[config.mk]
export PLATFORM = sky130hd
export DESIGN_NAME = vga_timing_ctrl
export DESIGN_NICKNAME = d
export VERILOG_FILES = /design/src/rtl/vga_timing_ctrl.sv
export SDC_FILE = /design/constraint.sdc
export NUM_CORES = 1
export LEC_CHECK = 0
export BUFFER_PORTS_ARGS = -buffer_cell sky130_fd_sc_hd__buf_4
export CAP_MARGIN = 20
export CORE_ASPECT_RATIO = 0.5
export CORE_MARGIN = 4
export CORE_UTILIZATION = 40
export DETAILED_ROUTE_END_ITERATION = 8
export GPL_ROUTABILITY_DRIVEN = 0
export MAX_ROUTING_LAYER = met4
export PLACE_DENSITY = 0.6
export REMOVE_ABC_BUFFERS = 1
export SLEW_MARGIN = 20
export SYNTH_ARGS = -nofsm -noshare
export SYNTH_HDL_FRONTEND = slang
export SYNTH_SLANG_ARGS = --single-unit
[constraint.sdc]
create_clock -name clk -period 4.9 [get_ports clk]
set_input_delay 0.735 -clock clk [delete_from_list [all_inputs] [get_ports clk]]
set_output_delay 0.735 -clock clk [all_outputs]
set_load 0.01 [all_outputs]
[src/rtl/vga_timing_ctrl.sv]
// vga_timing_ctrl: VGA frame-timing controller.
// Owns the horizontal/vertical scan counters, decodes sync/blank/visible
// signals, runs the IDLE/RUN/DRAIN start-stop FSM and (optionally) the
// per-line fetch handshake towards the pixel line buffer.
// Optional feature macro: VGA_LINE_FETCH_EN (line_req/line_ack/underrun).
module vga_timing_ctrl #(
  parameter int unsigned H_ACTIVE = 640,
  parameter int unsigned H_FP     = 16,
  parameter int unsigned H_SYNC   = 96,
  parameter int unsigned H_BP     = 48,
  parameter int unsigned V_ACTIVE = 480,
  parameter int unsigned V_FP     = 10,
  parameter int unsigned V_SYNC   = 2,
  parameter int unsigned V_BP     = 33,
  parameter bit          SYNC_POL = 1'b0
) (
  input  logic        clk,
  input  logic        rst,
  input  logic        en,
  input  logic        start,
  input  logic        stop,
  output logic        busy,
  output logic        hsync,
  output logic        vsync,
  output logic        video_on,
  output logic [15:0] pixel_x,
  output logic [15:0] pixel_y,
  output logic        enable_V_counter,
  output logic        frame_start,
  output logic        line_req,
  input  logic        line_ack,
  output logic        underrun
);

  localparam int unsigned CNT_W   = 16;
  localparam int unsigned H_TOTAL = H_ACTIVE + H_FP + H_SYNC + H_BP;
  localparam int unsigned V_TOTAL = V_ACTIVE + V_FP + V_SYNC + V_BP;

  localparam logic [CNT_W-1:0] H_LAST = CNT_W'(H_TOTAL - 1);
  localparam logic [CNT_W-1:0] V_LAST = CNT_W'(V_TOTAL - 1);
  localparam logic [CNT_W-1:0] H_ACT  = CNT_W'(H_ACTIVE);
  localparam logic [CNT_W-1:0] V_ACT  = CNT_W'(V_ACTIVE);
  localparam logic [CNT_W-1:0] HS_BEG = CNT_W'(H_ACTIVE + H_FP);
  localparam logic [CNT_W-1:0] HS_END = CNT_W'(H_ACTIVE + H_FP + H_SYNC);
  localparam logic [CNT_W-1:0] VS_BEG = CNT_W'(V_ACTIVE + V_FP);
  localparam logic [CNT_W-1:0] VS_END = CNT_W'(V_ACTIVE + V_FP + V_SYNC);

  localparam logic [1:0] ST_IDLE  = 2'b00;
  localparam logic [1:0] ST_RUN   = 2'b01;
  localparam logic [1:0] ST_DRAIN = 2'b10;

  logic [1:0]       r_state;
  logic [CNT_W-1:0] r_h;
  logic [CNT_W-1:0] r_v;
  logic             r_busy;
  logic             r_hsync;
  logic             r_vsync;
  logic             r_video_on;
  logic             r_ev;
  logic             r_frame_start;

  logic [1:0]       w_state_nxt;
  logic [CNT_W-1:0] w_h_nxt;
  logic [CNT_W-1:0] w_v_nxt;
  logic             w_adv;
  logic             w_wrap;
  logic             w_frame_start_nxt;
  logic             w_clr_underrun;
  logic             w_h_last;
  logic             w_v_last;
  logic             w_run_nxt;
  logic             w_video_nxt;
  logic             w_hs_act;
  logic             w_vs_act;

  assign w_h_last = (r_h == H_LAST);
  assign w_v_last = (r_v == V_LAST);

  // Next-state and counter advance; the counters move only on en while scanning.
  always_comb begin
    w_state_nxt       = r_state;
    w_h_nxt           = r_h;
    w_v_nxt           = r_v;
    w_adv             = 1'b0;
    w_wrap            = 1'b0;
    w_frame_start_nxt = 1'b0;
    w_clr_underrun    = 1'b0;
    case (r_state)
      ST_IDLE: begin
        if (start && !stop) begin
          w_state_nxt       = ST_RUN;
          w_h_nxt           = '0;
          w_v_nxt           = '0;
          w_frame_start_nxt = 1'b1;
          w_clr_underrun    = 1'b1;
        end
      end
      ST_RUN: begin
        w_adv = en;
        if (stop) w_state_nxt = ST_DRAIN;
      end
      ST_DRAIN: begin
        w_adv = en;
        if (start && !stop) begin
          w_state_nxt = ST_RUN;
        end else if (en && w_h_last && w_v_last) begin
          w_state_nxt = ST_IDLE;
        end
      end
      default: w_state_nxt = ST_IDLE;
    endcase
    if (w_adv) begin
      if (w_h_last) begin
        w_h_nxt = '0;
        w_wrap  = 1'b1;
        w_v_nxt = w_v_last ? '0 : r_v + CNT_W'(1);
      end else begin
        w_h_nxt = r_h + CNT_W'(1);
      end
      // A wrap to (0,0) that ends a drain is silent; only scanning frames announce.
      if (w_h_last && w_v_last && (w_state_nxt == ST_RUN)) w_frame_start_nxt = 1'b1;
    end
  end

  // Decode from the next counter values so outputs line up with pixel_x/pixel_y.
  always_comb begin
    w_run_nxt   = (w_state_nxt != ST_IDLE);
    w_video_nxt = w_run_nxt && (w_h_nxt < H_ACT) && (w_v_nxt < V_ACT);
    w_hs_act    = w_run_nxt && (w_h_nxt >= HS_BEG) && (w_h_nxt < HS_END);
    w_vs_act    = w_run_nxt && (w_v_nxt >= VS_BEG) && (w_v_nxt < VS_END);
  end

  // State, counter and decoded-output registers.
  always_ff @(posedge clk) begin
    if (!rst) begin
      r_state       <= ST_IDLE;
      r_h           <= '0;
      r_v           <= '0;
      r_busy        <= 1'b0;
      r_hsync       <= ~SYNC_POL;
      r_vsync       <= ~SYNC_POL;
      r_video_on    <= 1'b0;
      r_ev          <= 1'b0;
      r_frame_start <= 1'b0;
    end else begin
      r_state       <= w_state_nxt;
      r_h           <= w_h_nxt;
      r_v           <= w_v_nxt;
      r_busy        <= w_run_nxt;
      r_hsync       <= w_hs_act ? SYNC_POL : ~SYNC_POL;
      r_vsync       <= w_vs_act ? SYNC_POL : ~SYNC_POL;
      r_video_on    <= w_video_nxt;
      r_ev          <= w_wrap;
      r_frame_start <= w_frame_start_nxt;
    end
  end

  assign busy             = r_busy;
  assign hsync            = r_hsync;
  assign vsync            = r_vsync;
  assign video_on         = r_video_on;
  assign pixel_x          = r_h;
  assign pixel_y          = r_v;
  assign enable_V_counter = r_ev;
  assign frame_start      = r_frame_start;

`ifdef VGA_LINE_FETCH_EN
  logic             r_line_req;
  logic             r_underrun;
  logic             w_line_req_nxt;
  logic             w_underrun_nxt;
  logic [CNT_W-1:0] w_v_next_line;

  assign w_v_next_line = (w_v_nxt == V_LAST) ? '0 : w_v_nxt + CNT_W'(1);

  // Fetch handshake: request the following line once the visible part of this one ends.
  always_comb begin
    w_line_req_nxt = r_line_req;
    w_underrun_nxt = r_underrun;
    if (r_line_req && line_ack) w_line_req_nxt = 1'b0;
    if (w_adv && (w_h_nxt == H_ACT) && (w_v_next_line < V_ACT)) w_line_req_nxt = 1'b1;
    // Request still pending as a visible line begins: the fetch was late.
    if (w_wrap && w_run_nxt && r_line_req && !line_ack && (w_v_nxt < V_ACT)) w_underrun_nxt = 1'b1;
    if (w_clr_underrun) w_underrun_nxt = 1'b0;
    if (!w_run_nxt) w_line_req_nxt = 1'b0;
  end

  // Fetch handshake registers.
  always_ff @(posedge clk) begin
    if (!rst) begin
      r_line_req <= 1'b0;
      r_underrun <= 1'b0;
    end else begin
      r_line_req <= w_line_req_nxt;
      r_underrun <= w_underrun_nxt;
    end
  end

  assign line_req = r_line_req;
  assign underrun = r_underrun;
`else
  logic w_unused;

  assign w_unused = line_ack ^ w_clr_underrun;
  assign line_req = 1'b0;
  assign underrun = 1'b0;
`endif

endmodule

# Yosys cells after proc, flatten, opt, wreduce, memory -nomap -nowiden
# Index checks and enable logic that the tools add are counted.
totals:
  out_inout_bits: 40
  ff_bits: 40
  inputBits: 6
  word_cells: 60
classes:
  n_mux: 22
  reduce_logical: 16
  n_eq_ne: 5
  magnitude_cmp: 6
  n_addsub: 2
ops:
  columns: ["op", "n"]
  rows:
  - ["16-bit 2-to-1 mux", 9]
  - ["16-bit by 1-bit adder with 16-bit output, second input constant", 2]
  - ["16-bit by 10-bit equality test with 1-bit output, second input constant", 2]
  - ["16-bit by 10-bit < comparator with 1-bit output, second input constant", 2]
  - ["16-bit by 9-bit < comparator with 1-bit output, second input constant", 2]
  - ["16-bit by 10-bit greater-or-equal comparator with 1-bit output, second input constant", 1]
  - ["16-bit by 9-bit greater-or-equal comparator with 1-bit output, second input constant", 1]
  - ["1-bit logical AND", 11]
  - ["1-bit 2-to-1 mux", 8]
  - ["2-bit 2-to-1 mux", 4]
  - ["2-bit case mux with 3 select lines", 1]
  - ["2-bit by 1-bit equality test with 1-bit output, second input constant", 2]
  - ["2-bit equality test, second input constant", 1]
  - ["2-bit zero test", 1]
  - ["2-bit AND reduction", 1]
  - ["2-bit nonzero test", 1]
  - ["2-bit OR reduction", 1]
  - ["1-bit zero test", 1]

# Logic depth before layout (Yosys ltp)
# Gate-level depths: netlist of run 1.
logic_depth:
  depth_word: 10
  ltp_mapped: 12
  mapped_depth_nobuf: 9

# Least setup slack after synthesis of run 1
# Ideal clock, no wire load.
synth_path:
  path_kind: "register -> register"
  start: "register r_state[0]"
  end: "register r_vsync (netlist: vsync)"
  t_required_ns: 4.766
  synth_period_minus_slack_ns: 2.464
  arrival_time_ns: 2.330
  path_stages_with_launch: 11
  setup_ns: 0.134
  path_slack_ns: 2.436
  path_buffers: 2
  cell_sequence: "dfxtp_1 -> inv_1 -> ha_1 -> and2_1 -> clkbuf_1 -> nand2_1 -> or3_1 -> buf_4 -> o32ai_1 -> nand2_1 -> or4_1"
synth_via:
  elab_chain_cells: 8
  word_cells_on_any_way: 19
  cone_classes: "2 x order compare; 2 x eq/ne; 10 x mux; 5 x reduce/logical"
synth_lines:
  columns: ["item", "line", "rtl"]
  rows:
  - ["start: declaration", "52", "logic [1:0] r_state;"]
  - ["start signal: assignment", "146", "r_state <= w_state_nxt;"]
  - ["2-bit equality test (tied with other cells)", "88", "case (r_state)"]
  - ["2-bit OR reduction (no source line) / 16-bit 2-to-1 mux (equally long branches)", null, null]
  - ["1-bit 2-to-1 mux / 16-bit 2-to-1 mux (equally long branches)", "88, 113", null]
  - ["16-bit 2-to-1 mux", "112", "if (w_adv) begin"]
  - ["16-bit by 9-bit greater-or-equal comparator with 1-bit output", "130", "w_vs_act = w_run_nxt && (w_v_nxt >= VS_BEG) && (w_v_nxt < VS_END);"]
  - ["1-bit logical AND", "130", null]
  - ["1-bit logical AND *", "130", null]
  - ["1-bit 2-to-1 mux *", "151", "r_vsync <= w_vs_act ? SYNC_POL : ~SYNC_POL;"]
  - ["end signal: assignment", "141", "r_vsync <= ~SYNC_POL;"]
  - ["end signal: assignment", "151", null]
  - ["end: declaration", "57", "logic r_vsync;"]
# Every way passes the cells marked *; elsewhere a longest branch is shown, timed or not.
# A chain may end at the register's enable or synchronous reset.

# Worst setup path after layout of run 1
# Same ends and word-level chain as after synthesis.

==> results.txt, run 1 <==
The logs give 883 µW for the post-route total power and 0 for the number of antenna repair diodes. The effective utilization at floorplan is 42.3%, and the final sum of negative setup slack is 0 ns. The clock-pin transition on the worst setup and hold timing paths was 0.06 ns; the final-report setup violation count was 0. For this run, design rule violations remaining after detail routing come to 0. The number of flops mapped to enable cells by yosys was 0; the detailed placer's ending HPWL was 5.19 mm. Die width: 123 µm. In this run the post-CTS setup repair buffer count came out at 0.

The largest single stage delay on the critical path is 0.78 ns. After the last flow step, the layout net total stands at 390. The die is 65.4 µm tall. The startpoint of the most critical hold path is pixel_y[8].

By area the synthesized netlist is led by sky130_fd_sc_hd__dfxtp_1 30%, sky130_fd_sc_hd__nand2_1 5.4%, sky130_fd_sc_hd__o21ai_0 5.1%, sky130_fd_sc_hd__and2_1 4.3%, sky130_fd_sc_hd__ha_1 3.3%. The quantity of gates resized following cts came out at 0. In this run, synthesis produced a sequential element count of 40. Fill cells in the final layout number 611. The routing usage on met2 was 27.8%. For the worst-case headroom to the max-slew limit, the log shows 39.3%. Entering global routing, the biggest net connects 36 pins. The number of cells on the worst reg-to-reg path is 9. Data arrives at the worst endpoint at 3.71 ns. The count of cells in the finished layout, fillers not included, comes to 466. The count of different cell masters after synthesis came out at 52. Global routing consumed, on the met3 layer, 5.59% of the routing resources. For the count of final hold-check violations, the log shows 0. The top cell types in the final layout, fill and taps aside, are 43 x sky130_fd_sc_hd__buf_4, 40 x sky130_fd_sc_hd__dfxtp_1, 38 x sky130_fd_sc_hd__nand2_1. TritonCTS built the clock tree. The slowest stage of the critical path belongs to the cell sky130_fd_sc_hd__o21ai_1.

The area added between synthesis and finish came out at 20.7%. The setup slack of the most critical reg-to-reg path is 1.36 ns, and the highest ir drop seen on vdd is 0.106 mV. For the total I/O pin count, the log shows 46. By instance count, the cell type seen most on the critical path is sky130_fd_sc_hd__o21ai_1. Yosys printed 0 warnings.

The flow ran to the end, and the final reports show no timing, DRC or antenna violations. Minimum clock period after layout: 3.54 ns. Global routing consumed, on the met1 layer, 27.0% of the routing resources. Depth of the CTS H-tree: 2. The tools report the number of antenna violations at the first check in global routing as 0. Summing every instance area after synthesis gives 0.00264 mm². The combined buffer and inverter count along the critical path is 1. The die covers 0.00804 mm². The class of the most critical setup path was reg2reg. The via count of the first global-routing pass was 2481. Across the run, the number of max-cap violations was 0. The tools report the final global-route overflow total as 0. The final layout contains routed wiring with a total length of 7.31 mm. STA puts the critical path data required time at 5.07 ns.

The highest fanout seen on the critical path came out at 15. The logs give 2 for the maximum clock path buffer count and 0 for the max-slew violation count. The worst register-to-register path begins at r_state[0]. For hold timing, the worst endpoint is pixel_y[8]. The detailed router finished its first iteration with 299 violations.

Peak clock frequency supported by timing: 282 MHz. The library cell used most frequently in the layout, excluding fill and tap cells, is sky130_fd_sc_hd__buf_4. The via total after detailed routing came out at 2644. The most used flip-flop cell after synthesis is sky130_fd_sc_hd__dfxtp_1.

The cell family contributing the most delay on the critical path was simple AND/OR/NAND/NOR gates. Clock tree synthesis selected as its root buffer the cell sky130_fd_sc_hd__clkbuf_16. Path class of the lowest-slack min-delay path: reg2reg. The final cycle utilization of the critical path is 72.3%. The measured slew at the worst slew-check pin is 0.905 ns, and the mean area per synthesized cell is 7.65 µm². Traced cell by cell, the critical path runs through inv_1, ha_1, and2_1, nand2_1, o21ai_1, o21ai_1, a22o_1, nand3b_1, or4_1. Clock tree synthesis found a total of 40 sinks. In the final routed layout, each cell accounts on average for 15.7 µm. For the number of instances in the synthesized netlist, the log shows 345.

The pre-antenna-repair detailed-routing pass consisted of 4 iterations. Port buffering added 42 buffers. The layer with the highest usage is met2. The number of buffers created by CTS was 5; the sequential share of the synthesized area was 30.3%.

Counting flops with an async set or reset pin after synthesis yields a share of 0%. The top cell type's share of synthesized area came out at 30.3%. Proportion of layout cells with a drive suffix above 1: 15.3%. The clock arrives with 0.00564 ns of skew. For the worst-skew pair, the clock arrives at the later sink with an insertion delay of 0.29 ns. Reg-to-reg endpoint: vsync. The core region is 0.00623 mm². For this design the static power due to leakage is 0.00122 µW. The count of nets left with antenna violations once routing finished came out at 0. In this run the power density over the cells is 277 mW/mm². Setup repair after global routing left no endpoint under its margin.

The row count was 20. Using the TritonRoute via totals, the vias-per-cell ratio works out to 5.67. The worst setup path is captured at a register. After detailed placement, the design holds a cell count of 458.

The first global-routing pass estimated 12.2 mm of wire. The worst setup path is launched from a register. The total of hold buffers inserted after clock tree synthesis is 0, and the total routing resource utilization after global routing is 19.5%. Summed over all instances, the cell type with the most area after synthesis is sky130_fd_sc_hd__dfxtp_1.

The cell count of the worst hold path works out to 2.
==> synth_stat cells (3+ instances only) <==
| master | instances |
|---|---|
| sky130_fd_sc_hd__a211oi_1 | 3 |
| sky130_fd_sc_hd__a21boi_0 | 7 |
| sky130_fd_sc_hd__a21oi_1 | 14 |
| sky130_fd_sc_hd__a31oi_1 | 9 |
| sky130_fd_sc_hd__and2_1 | 18 |
| sky130_fd_sc_hd__and3_1 | 13 |
| sky130_fd_sc_hd__and4_1 | 8 |
| sky130_fd_sc_hd__buf_2 | 4 |
| sky130_fd_sc_hd__buf_4 | 6 |
| sky130_fd_sc_hd__clkbuf_1 | 8 |
| sky130_fd_sc_hd__dfxtp_1 | 40 |
| sky130_fd_sc_hd__ha_1 | 7 |
| sky130_fd_sc_hd__inv_1 | 11 |
| sky130_fd_sc_hd__nand2_1 | 38 |
| sky130_fd_sc_hd__nand3_1 | 10 |
| sky130_fd_sc_hd__nand3b_1 | 7 |
| sky130_fd_sc_hd__nand4_1 | 12 |
| sky130_fd_sc_hd__nor2_1 | 19 |
| sky130_fd_sc_hd__nor2b_1 | 12 |
| sky130_fd_sc_hd__nor3_1 | 9 |
| sky130_fd_sc_hd__nor4_1 | 10 |
| sky130_fd_sc_hd__o21ai_0 | 27 |
| sky130_fd_sc_hd__o32ai_1 | 3 |
| sky130_fd_sc_hd__or3_1 | 9 |
| sky130_fd_sc_hd__xnor2_1 | 3 |
==> flip-flops by register name, indices dropped and copies added (netlist names) <==
| register | cells |
|---|---|
| r_state | 2 |
| busy | 1 |
| hsync | 1 |
| video_on | 1 |
| pixel_x | 16 |
| vsync | 1 |
| enable_V_counter | 1 |
| frame_start | 1 |
| pixel_y | 16 |
==> worst max path at each step <==
stage                           from    end  slack (ns)  cells after the start
after floorplan           r_state[0]  vsync        2.04                      8
after global placement            en  vsync        1.50                      8
after detailed placement          en  vsync        1.40                      8
after CTS                 r_state[0]  vsync        1.42                      9
after global routing      r_state[1]  vsync        1.08                      9
final                     r_state[0]  vsync        1.36                      9
==> worst min-delay path, cell delays in order (launching register included) <==
cell and delay, ns:
sky130_fd_sc_hd__dfxtp_1 0.35, sky130_fd_sc_hd__a21oi_1 0.14, sky130_fd_sc_hd__nor2b_1 0.05
==> through the flow <==
step / util, % / worst slack (ns) / hold WS [ns] / instance area (µm²)
final: 51.1 / 1.36 / 0.584 / 3180
after global routing: 51.1 / 1.08 / 0.652 / 3180
after detailed placement: 47.7 / 1.40 / 0.588 / 2970
after CTS: 51.1 / 1.42 / 0.595 / 3180
after global placement: 47.7 / 1.50 / 0.568 / 2970
after floorplan: - / 2.04 / 0.557 / 2540
==> logic make-up after synthesis <==
family	count (synthesis)	synth area share [%]
adder cells (fa/ha/maj)	7	3.32
flip-flops	40	30.3
other	1	0.142
AO/OA/AOI/OAI	82	19.6
AND/OR/NAND/NOR	180	39.3
buffers and inverters	30	5.60
XOR/XNOR	5	1.66
==> layout make-up <==
class / count / area [µm²] / share of cell area, %
multi-input combinational: 276 / 1690 / 53.2
sequential: 40 / 801 / 25.1
timing repair buffer: 43 / 323 / 10.1
clock buffer: 5 / 125 / 3.93
tap: 88 / 110 / 3.46
clock inverter: 3 / 90.1 / 2.83
inverter: 11 / 41.3 / 1.30
==> where the power goes <==
part	total [µW]	internal, µW	switching (µW)
logic	66.1	23.6	42.5
registers	333	330	3.30
clock network	484	344	141
total	883	697	186
==> layer usage <==
layer,part of all wire [%],routed length (µm),up-vias
li1,-,-,1327
met1,50,3670,1233
met2,42,3090,74
met3,6.4,465,10
met4,1.1,82,0
met5,0,0,-
Note: power is estimated with default switching activity, not from simulation.
==> run 2: changes to the inputs <==
--- a/config.mk
+++ b/config.mk
@@ -5,6 +5,7 @@
 export SDC_FILE = /design/constraint.sdc
 export NUM_CORES = 1
 export LEC_CHECK = 0
+export ABC_AREA = 1
 export BUFFER_PORTS_ARGS = -buffer_cell sky130_fd_sc_hd__buf_4
 export CAP_MARGIN = 20
 export CORE_ASPECT_RATIO = 0.5
==> constraint.sdc (replaced) <==
create_clock -name clk -period 3.6 [get_ports clk]
set_input_delay 0.54 -clock clk [delete_from_list [all_inputs] [get_ports clk]]
set_output_delay 0.54 -clock clk [all_outputs]
set_load 0.01 [all_outputs]
==> run 2 against run 1 <==
  * Clock skew is 0.0018 ns lower
  * Wire length is 1.7% higher
  * Critical path depth is 2 higher
  * Largest cell class unchanged
  * Largest power group unchanged
  * Highest routed layer unchanged
==> results.txt, run 2 <==
The run finished with clean final reports. The library cells used most frequently in the layout, excluding fill and tap cells, are 144 x sky130_fd_sc_hd__nand2_1, 73 x sky130_fd_sc_hd__nor2_1, 58 x sky130_fd_sc_hd__inv_1. The power density normalized to cell area was 319 mW/mm² (+15%). The number of filler instances in the final layout came out at 732 (+20%). By area the synthesized netlist is led by sky130_fd_sc_hd__dfxtp_1 29%, sky130_fd_sc_hd__nand2_1 20%, sky130_fd_sc_hd__nor2_1 10%, sky130_fd_sc_hd__nand3_1 9.1%, sky130_fd_sc_hd__inv_1 7.9%.

For the final sum of negative setup slack, the log shows 0 ns (unchanged). The routed wire length per instance works out to 12.4 µm (-21%). The maximum clock path buffer count is 2 (unchanged).

For the number of iterations in the first detailed-routing pass, the log shows 5 (+1). The standard cell area after detailed placement is 0.00314 mm² (+5.9%). The tools report the total of hold buffers inserted after clock tree synthesis as 0 (unchanged). The largest total area in the synthesized netlist belongs to sky130_fd_sc_hd__dfxtp_1.

The wire length of the first global-routing pass came out at 12.3 mm (+1.1%). The most used flip-flop cell after synthesis is sky130_fd_sc_hd__dfxtp_1. Compared with the post-synthesis result, the final layout area differs by 20.5%. The slowest stage of the critical path is the sky130_fd_sc_hd__nand3_2 cell. Number of input and output port buffers inserted: 42 (unchanged).

The start point of the critical path is r_state[0]. The die outline area was 0.00833 mm² (+3.7%). The die width is 125 µm (+1.9%). Detailed placer's ending HPWL: 5.66 mm (+9.1%). The via total after detailed routing was 2922 (+11%). For the worst clock skew, the log shows 0.00389 ns (-0.00175 ns). Mean area per synthesized cell: 5.93 µm² (-22%). The logs give 40 (unchanged) for the CTS sink count and 5 (unchanged) for the number of buffers created by CTS. The final cycle utilization of the critical path was 80.0% (+7.8 points).

The peak clock frequency supported by timing came out at 347 MHz (+23%). The most numerous cell on the critical path was sky130_fd_sc_hd__nand2_1. The commonest cells after synthesis are 144 x sky130_fd_sc_hd__nand2_1, 73 x sky130_fd_sc_hd__nor2_1, 58 x sky130_fd_sc_hd__inv_1. The signal on the critical path passes through inv_1, ha_1, nand2_1, inv_1, nand3_2, inv_2, nand2_1, o21ai_0, nand2_1, nor3_1, nand4_1. The number of flops mapped to enable cells by yosys is 0 (unchanged). The count of final hold-check violations is 0 (unchanged). The clock-pin transition on the worst setup and hold timing paths works out to 0.06 ns (about the same). Count of different cell masters after synthesis: 33 (-37%). The tools report the number of antenna violations at the first check in global routing as 0 (unchanged). The via density per instance came out at 4.88 (-14%). The area of the core was 0.00667 mm² (+7.1%). The fraction of registers with async set or reset after synthesis works out to 0% (unchanged).

TritonCTS built the clock tree. The logs give 0 (unchanged) for the count of synthesis-stage warnings from yosys and 2 (unchanged) for the depth of the CTS H-tree. The path class of the lowest-slack min-delay path was reg2reg.

The maximum single-stage delay on the critical path is 0.42 ns (-0.36 ns). The sort of element at the start of the critical path is a register. The number of antenna repair diodes was 0 (unchanged); the top cell type's share of synthesized area was 29.2% (-1.2 points). The total wire length after detailed routing was 7.43 mm (+1.7%); the post-synthesis cell area was 0.00275 mm² (+4.0%). The buffers inserted during post-CTS setup optimization is 0 (unchanged), and the total I/O pin count is 46 (unchanged). The endpoint required time on the critical path was 3.75 ns (-1.32 ns); the post-route worst setup slack was 0.719 ns (-0.641 ns). Final core area utilization: 49.6% (-1.5 points). The logs give 0.29 ns (about the same) for the clock latency of the later-clocked register in the worst-skew pair and 237 (-21%) for the number of violations reported at the end of detailed-routing iteration 0. The highest fanout seen on the critical path came out at 11 (-4).

Endpoint kind of the worst setup timing path: a register. The logs give 0.00331 mm² (+3.9%) for the final cell area excluding filler cells and 0 (unchanged) for the number of maximum-capacitance constraint violations. The largest net degree at the start of global routing is 23 (-36%), and the row count is 21 (+5.0%). In this run the most critical hold path is launched from pixel_x[13]. The tools report the data arrival time of the critical path as 3.03 ns (-0.68 ns). The quantity of gates resized following cts was 0 (unchanged). The final-report setup violation count is 0 (unchanged), and the number of synthesized register bits is 40 (unchanged). The proportion of layout cells with a drive suffix above 1 came out at 14.0% (-1.3 points). Setup repair after global routing left no endpoint under its margin. The number of instances in the synthesized netlist was 463 (+34%); the static leakage was 0.00158 µW (+30%). The class of the most critical setup path is reg2reg. The tools report the setup slack of the most critical reg-to-reg path as 0.72 ns (-0.64 ns). The total routing resource utilization after global routing was 18.7% (-0.78 points); the y dimension of the die was 66.6 µm (+1.8%).

The beginning of the worst register-to-register path was r_state[0]. For the sequential share of the synthesized area, the log shows 29.2% (-1.2 points). The setup slack at placement came out at 0.766 ns (-0.638 ns). Most common library cell in the layout ignoring fill and taps: sky130_fd_sc_hd__nand2_1.

The antenna violation net count after detailed routing came out at 0 (unchanged). Effective utilization at floorplan: 41.1% (-1.2 points). For the total DRC errors in the routed layout, the log shows 0 (unchanged). The final global-route overflow total came out at 0 (unchanged). The cell sitting at the root of the clock tree is a sky130_fd_sc_hd__clkbuf_16. The run gives 0.213 mV (+100%) as the highest ir drop seen on vdd. The minimum clock period after layout was 2.88 ns (-0.659 ns). By instance count, the leading cell after synthesis is sky130_fd_sc_hd__nand2_1.

The max-slew violation count is 0 (unchanged). The net count of the finished layout was 519 (+33%); the via count of the first global-routing pass was 2568 (+3.5%).
run 2: where the power goes:
group	internal (µW)	switching, µW	total (µW)
combinational	27.8	59.8	87.6
clock	326	182	509
sequential	451	7.92	459
run 2: layer usage:
metal / wire length, µm / global-route usage (%) / vias to the layer above
met1: 3850 / 25.3 / 1294
met5: 0 / - / -
met2: 3080 / 29.3 / 75
met4: 74 / 3.65 / 0
li1: - / - / 1546
met3: 424 / 4.16 / 7
run 2: final cells by class:
type	count	area (µm²)	share of cell area (%)
multi-input cells	353	1660	50.3
clock inverters	2	35.0	1.06
well taps	92	115	3.48
inverters	62	235	7.11
clock buffers	6	129	3.90
repair buffers	44	330	9.98
flip-flops and latches	40	801	24.2
run 2: critical path: cells and delay by family, from the launching register on:
| kind | cells | cell delay (ns) |
|---|---|---|
| simple gates | 6 | 1.17 |
| buf+inv | 3 | 0.66 |
| flops | 1 | 0.41 |
| fa+ha+maj | 1 | 0.28 |
| compound gates | 1 | 0.22 |
run 2: kinds of logic (layout without fill, tap and decap cells):
kind of cell	count (synthesis)	count (layout)	share of synthesized area, %
xor gates and xnor gates	4	4	1.28
other	1	2	0.137
AOI/OAI and AO/OA	43	43	8.89
DFF	40	40	29.2
and+or+nand+nor	297	297	46.9
adders and majority gates	7	7	3.19
buffers and inverters	71	114	10.4
run 2: stage by stage:
step | hold WS (ns) | instances | power [µW]
detailed placement | 0.518 | 591 | 556
floorplan | 0.530 | 455 | 520
CTS | 0.530 | 599 | 1070
global route | 0.538 | 599 | 1100
global placement | 0.518 | 591 | 556
finish | 0.531 | 599 | 1060
run 2: final timing paths:
check | cells after the start | endpoint
setup reg to reg | 11 | vsync
hold / removal | 2 | pixel_x[13]
setup / recovery | 11 | vsync
hold reg to reg | 2 | pixel_x[13]
==> run 3: changes to the inputs <==
==> constraint.sdc (replaced) <==
create_clock -name clk -period 3 [get_ports clk]
set_input_delay 0.45 -clock clk [delete_from_list [all_inputs] [get_ports clk]]
set_output_delay 0.45 -clock clk [all_outputs]
set_load 0.01 [all_outputs]
==> run 3 against run 2 <==
  * Power is 20% higher
  * Clock-buffer cell count stayed put
  * Sequential share of layout area is 0.22 points lower
  * Largest cell class unchanged
  * Largest power group unchanged
==> results.txt, run 3 (synthesis gave the netlist of run 2 again) <==
The logs give 0 (unchanged) for the quantity of gates resized following cts and 0 (unchanged) for the final-report setup violation count. The number of input and output port buffers inserted works out to 42 (unchanged). Y dimension of the die: 66.6 µm (unchanged).

The logs give 0 (unchanged) for the final global-route overflow total and 2558 (-0.39%) for the via count of the first global-routing pass. The endpoint required time on the critical path is 3.15 ns (-0.60 ns). The number of violations reported at the end of detailed-routing iteration 0 came out at 175 (-26%). The maximum single-stage delay on the critical path was 0.41 ns (about the same); the number of antenna repair diodes was 0 (unchanged). The die width came out at 125 µm (unchanged).

The root buffer cell chosen for the clock tree is sky130_fd_sc_hd__clkbuf_16. The peak clock frequency supported by timing was 420 MHz (+21%); the highest ir drop seen on vdd was 0.156 mV (-27%). The via density per instance came out at 4.80 (-1.6%). The cell that appears most often on the critical path is sky130_fd_sc_hd__nand2_1.

The data arrival time of the critical path came out at 2.52 ns (-0.51 ns). The sort of element at the start of the critical path was a register. Setup repair after global routing left no endpoint under its margin.

Die outline area: 0.00833 mm² (unchanged). Post-route worst setup slack: 0.621 ns (-0.0977 ns). The setup path with the least slack is of type reg2reg. The buffers inserted during post-CTS setup optimization is 0 (unchanged). The most critical setup path has its startpoint at r_state[0]. The CTS sink count came out at 40 (unchanged). The run gives 523 (+0.77%) as the net count of the finished layout. The clock-pin transition on the worst setup and hold timing paths is 0.06 ns (about the same). The run gives 7.37 mm (-0.85%) as the total wire length after detailed routing. The area of the core was 0.00667 mm² (unchanged). The most common library cell in the layout ignoring fill and taps is sky130_fd_sc_hd__nand2_1. The tools report the detailed placer's ending HPWL as 5.71 mm (+0.89%). TritonCTS built the clock tree.

The total DRC errors in the routed layout is 0 (unchanged), and the antenna violation net count after detailed routing is 0 (unchanged). The number of filler instances in the final layout is 734 (+0.27%). The setup slack of the most critical reg-to-reg path came out at 0.62 ns (-0.10 ns). The area used by multi-input combinational logic came out at 0.00166 mm² (unchanged). The number of maximum-capacitance constraint violations came out at 0 (unchanged).

The flow ran to the end, and the final reports show no timing, DRC or antenna violations. The logs give 0.00160 µW (+1.2%) for the static leakage and 0.614 ns (-0.152 ns) for the setup slack at placement. The effective utilization at floorplan is 41.1% (unchanged). The number of iterations in the first detailed-routing pass is 5 (unchanged). The number of buffers created by CTS came out at 5 (unchanged). The logs give 603 (+0.67%) for the number of standard cells in the layout, taps in and fillers out and 0 (unchanged) for the count of final hold-check violations.

The routed wire length per instance came out at 12.2 µm (-1.5%). In this run the most critical hold path is launched from rst. From synthesis to final layout, the design area changed by 21.6%. Row count: 21 (unchanged). The minimum clock period after layout works out to 2.38 ns (-0.502 ns). The tools report the depth of the CTS H-tree as 2 (unchanged).

The combined flip-flop and latch cell area was 801 µm² (unchanged). On the critical path the largest part of the delay comes from simple AND/OR/NAND/NOR gates. In this run the critical register-to-register path is launched from r_state[0]. The maximum clock path buffer count is 2 (unchanged). The final cycle utilization of the critical path works out to 79.3% (-0.74 points). The logs give 0 (unchanged) for the total of hold buffers inserted after clock tree synthesis and 0.29 ns (about the same) for the clock latency of the later-clocked register in the worst-skew pair. The run gives 0 (unchanged) as the number of antenna violations at the first check in global routing. Total routing resource utilization after global routing: 18.9% (+0.13 points). The tools report the via total after detailed routing as 2893 (-0.99%). The wire length of the first global-routing pass came out at 12.3 mm (unchanged). The slowest stage of the critical path is the sky130_fd_sc_hd__dfxtp_1 cell. The highest fanout seen on the critical path works out to 7 (-4). The run gives 3.92% (-0.24 points) as the met3 routing resource usage after global routing. Proportion of layout cells with a drive suffix above 1: 14.7% (+0.67 points).

Worst clock skew: 0.00447 ns (+0.000577 ns). The endpoint kind of the worst setup timing path is a register. The largest net degree at the start of global routing was 24 (+4.3%); the combined buffer and inverter count along the critical path was 4 (+1). The final sum of negative setup slack is 0 ns (unchanged). The tools report the met1 demand-to-capacity share in global routing as 25.4% (+0.17 points). Number of cells in the design after placement: 595 (+0.68%). The power density normalized to cell area was 379 mW/mm² (+19%); the max-slew violation count was 0 (unchanged). The routing usage on met2 was 29.3% (+0.067 points). The path class of the lowest-slack min-delay path was in2reg. The layer with the highest usage was met2.

Walking the worst path, the cells encountered are inv_1, ha_1, nand2_1, inv_1, nand3_2, buf_4, nand2_4, inv_4, nand2_1, o21ai_0, nand2_1, nor3_1, nand4_1. Total I/O pin count: 46 (unchanged). The library cells used most frequently in the layout, excluding fill and tap cells, are 144 x sky130_fd_sc_hd__nand2_1, 73 x sky130_fd_sc_hd__nor2_1, 58 x sky130_fd_sc_hd__inv_1.
run 3: cell count changes in the layout (fill, tap and decap cells not counted):
cell / previous run / this run
sky130_fd_sc_hd__buf_4: 44 / 48
run 3: final timing paths:
path	to	cells after the start
max	vsync	13
min	pixel_y[0]	3
max reg2reg	vsync	13
min reg2reg	pixel_x[13]	2
run 3: report_power, final:
part           internal [µW]  switching [µW]  leakage, µW
logic                   35.0            71.0      0.00120
registers                542            9.31     0.000323
clock network            391             217    0.0000808
total                    968             297      0.00160
run 3: cell type report:
type / count / area share [%]
clock buffer: 6 / 3.86
multi-input combinational: 353 / 49.8
sequential: 40 / 24.0
clock inverter: 2 / 1.05
timing repair buffer: 48 / 10.8
tap: 92 / 3.45
inverter: 62 / 7.05
run 3: tightest hold or removal path, cell delays in order:
cell and delay, ns:
sky130_fd_sc_hd__buf_4 0.13, sky130_fd_sc_hd__o21ai_0 0.06, sky130_fd_sc_hd__a21oi_1 0.04
run 3: layer usage:
metal  share of wire, %  wire [µm]  vias to the layer above
li1                   -          -                     1553
met1                 52       3800                     1250
met2                 42       3090                       82
met3                5.3        393                        8
met4                1.1         82                        0
met5                  0          0                        -
run 3: metrics by stage:
stage          cell area [µm²]  hold WS (ns)  utilization, %  total power [µW]
2_1_floorplan             2700         0.530               -               624
3_3_place_gp              3170         0.516            47.6               670
3_5_place_dp              3170         0.519            47.6               671
4_1_cts                   3340         0.438            50.0              1290
5_1_grt                   3340         0.444            50.0              1320
6_report                  3340         0.443            50.0              1260
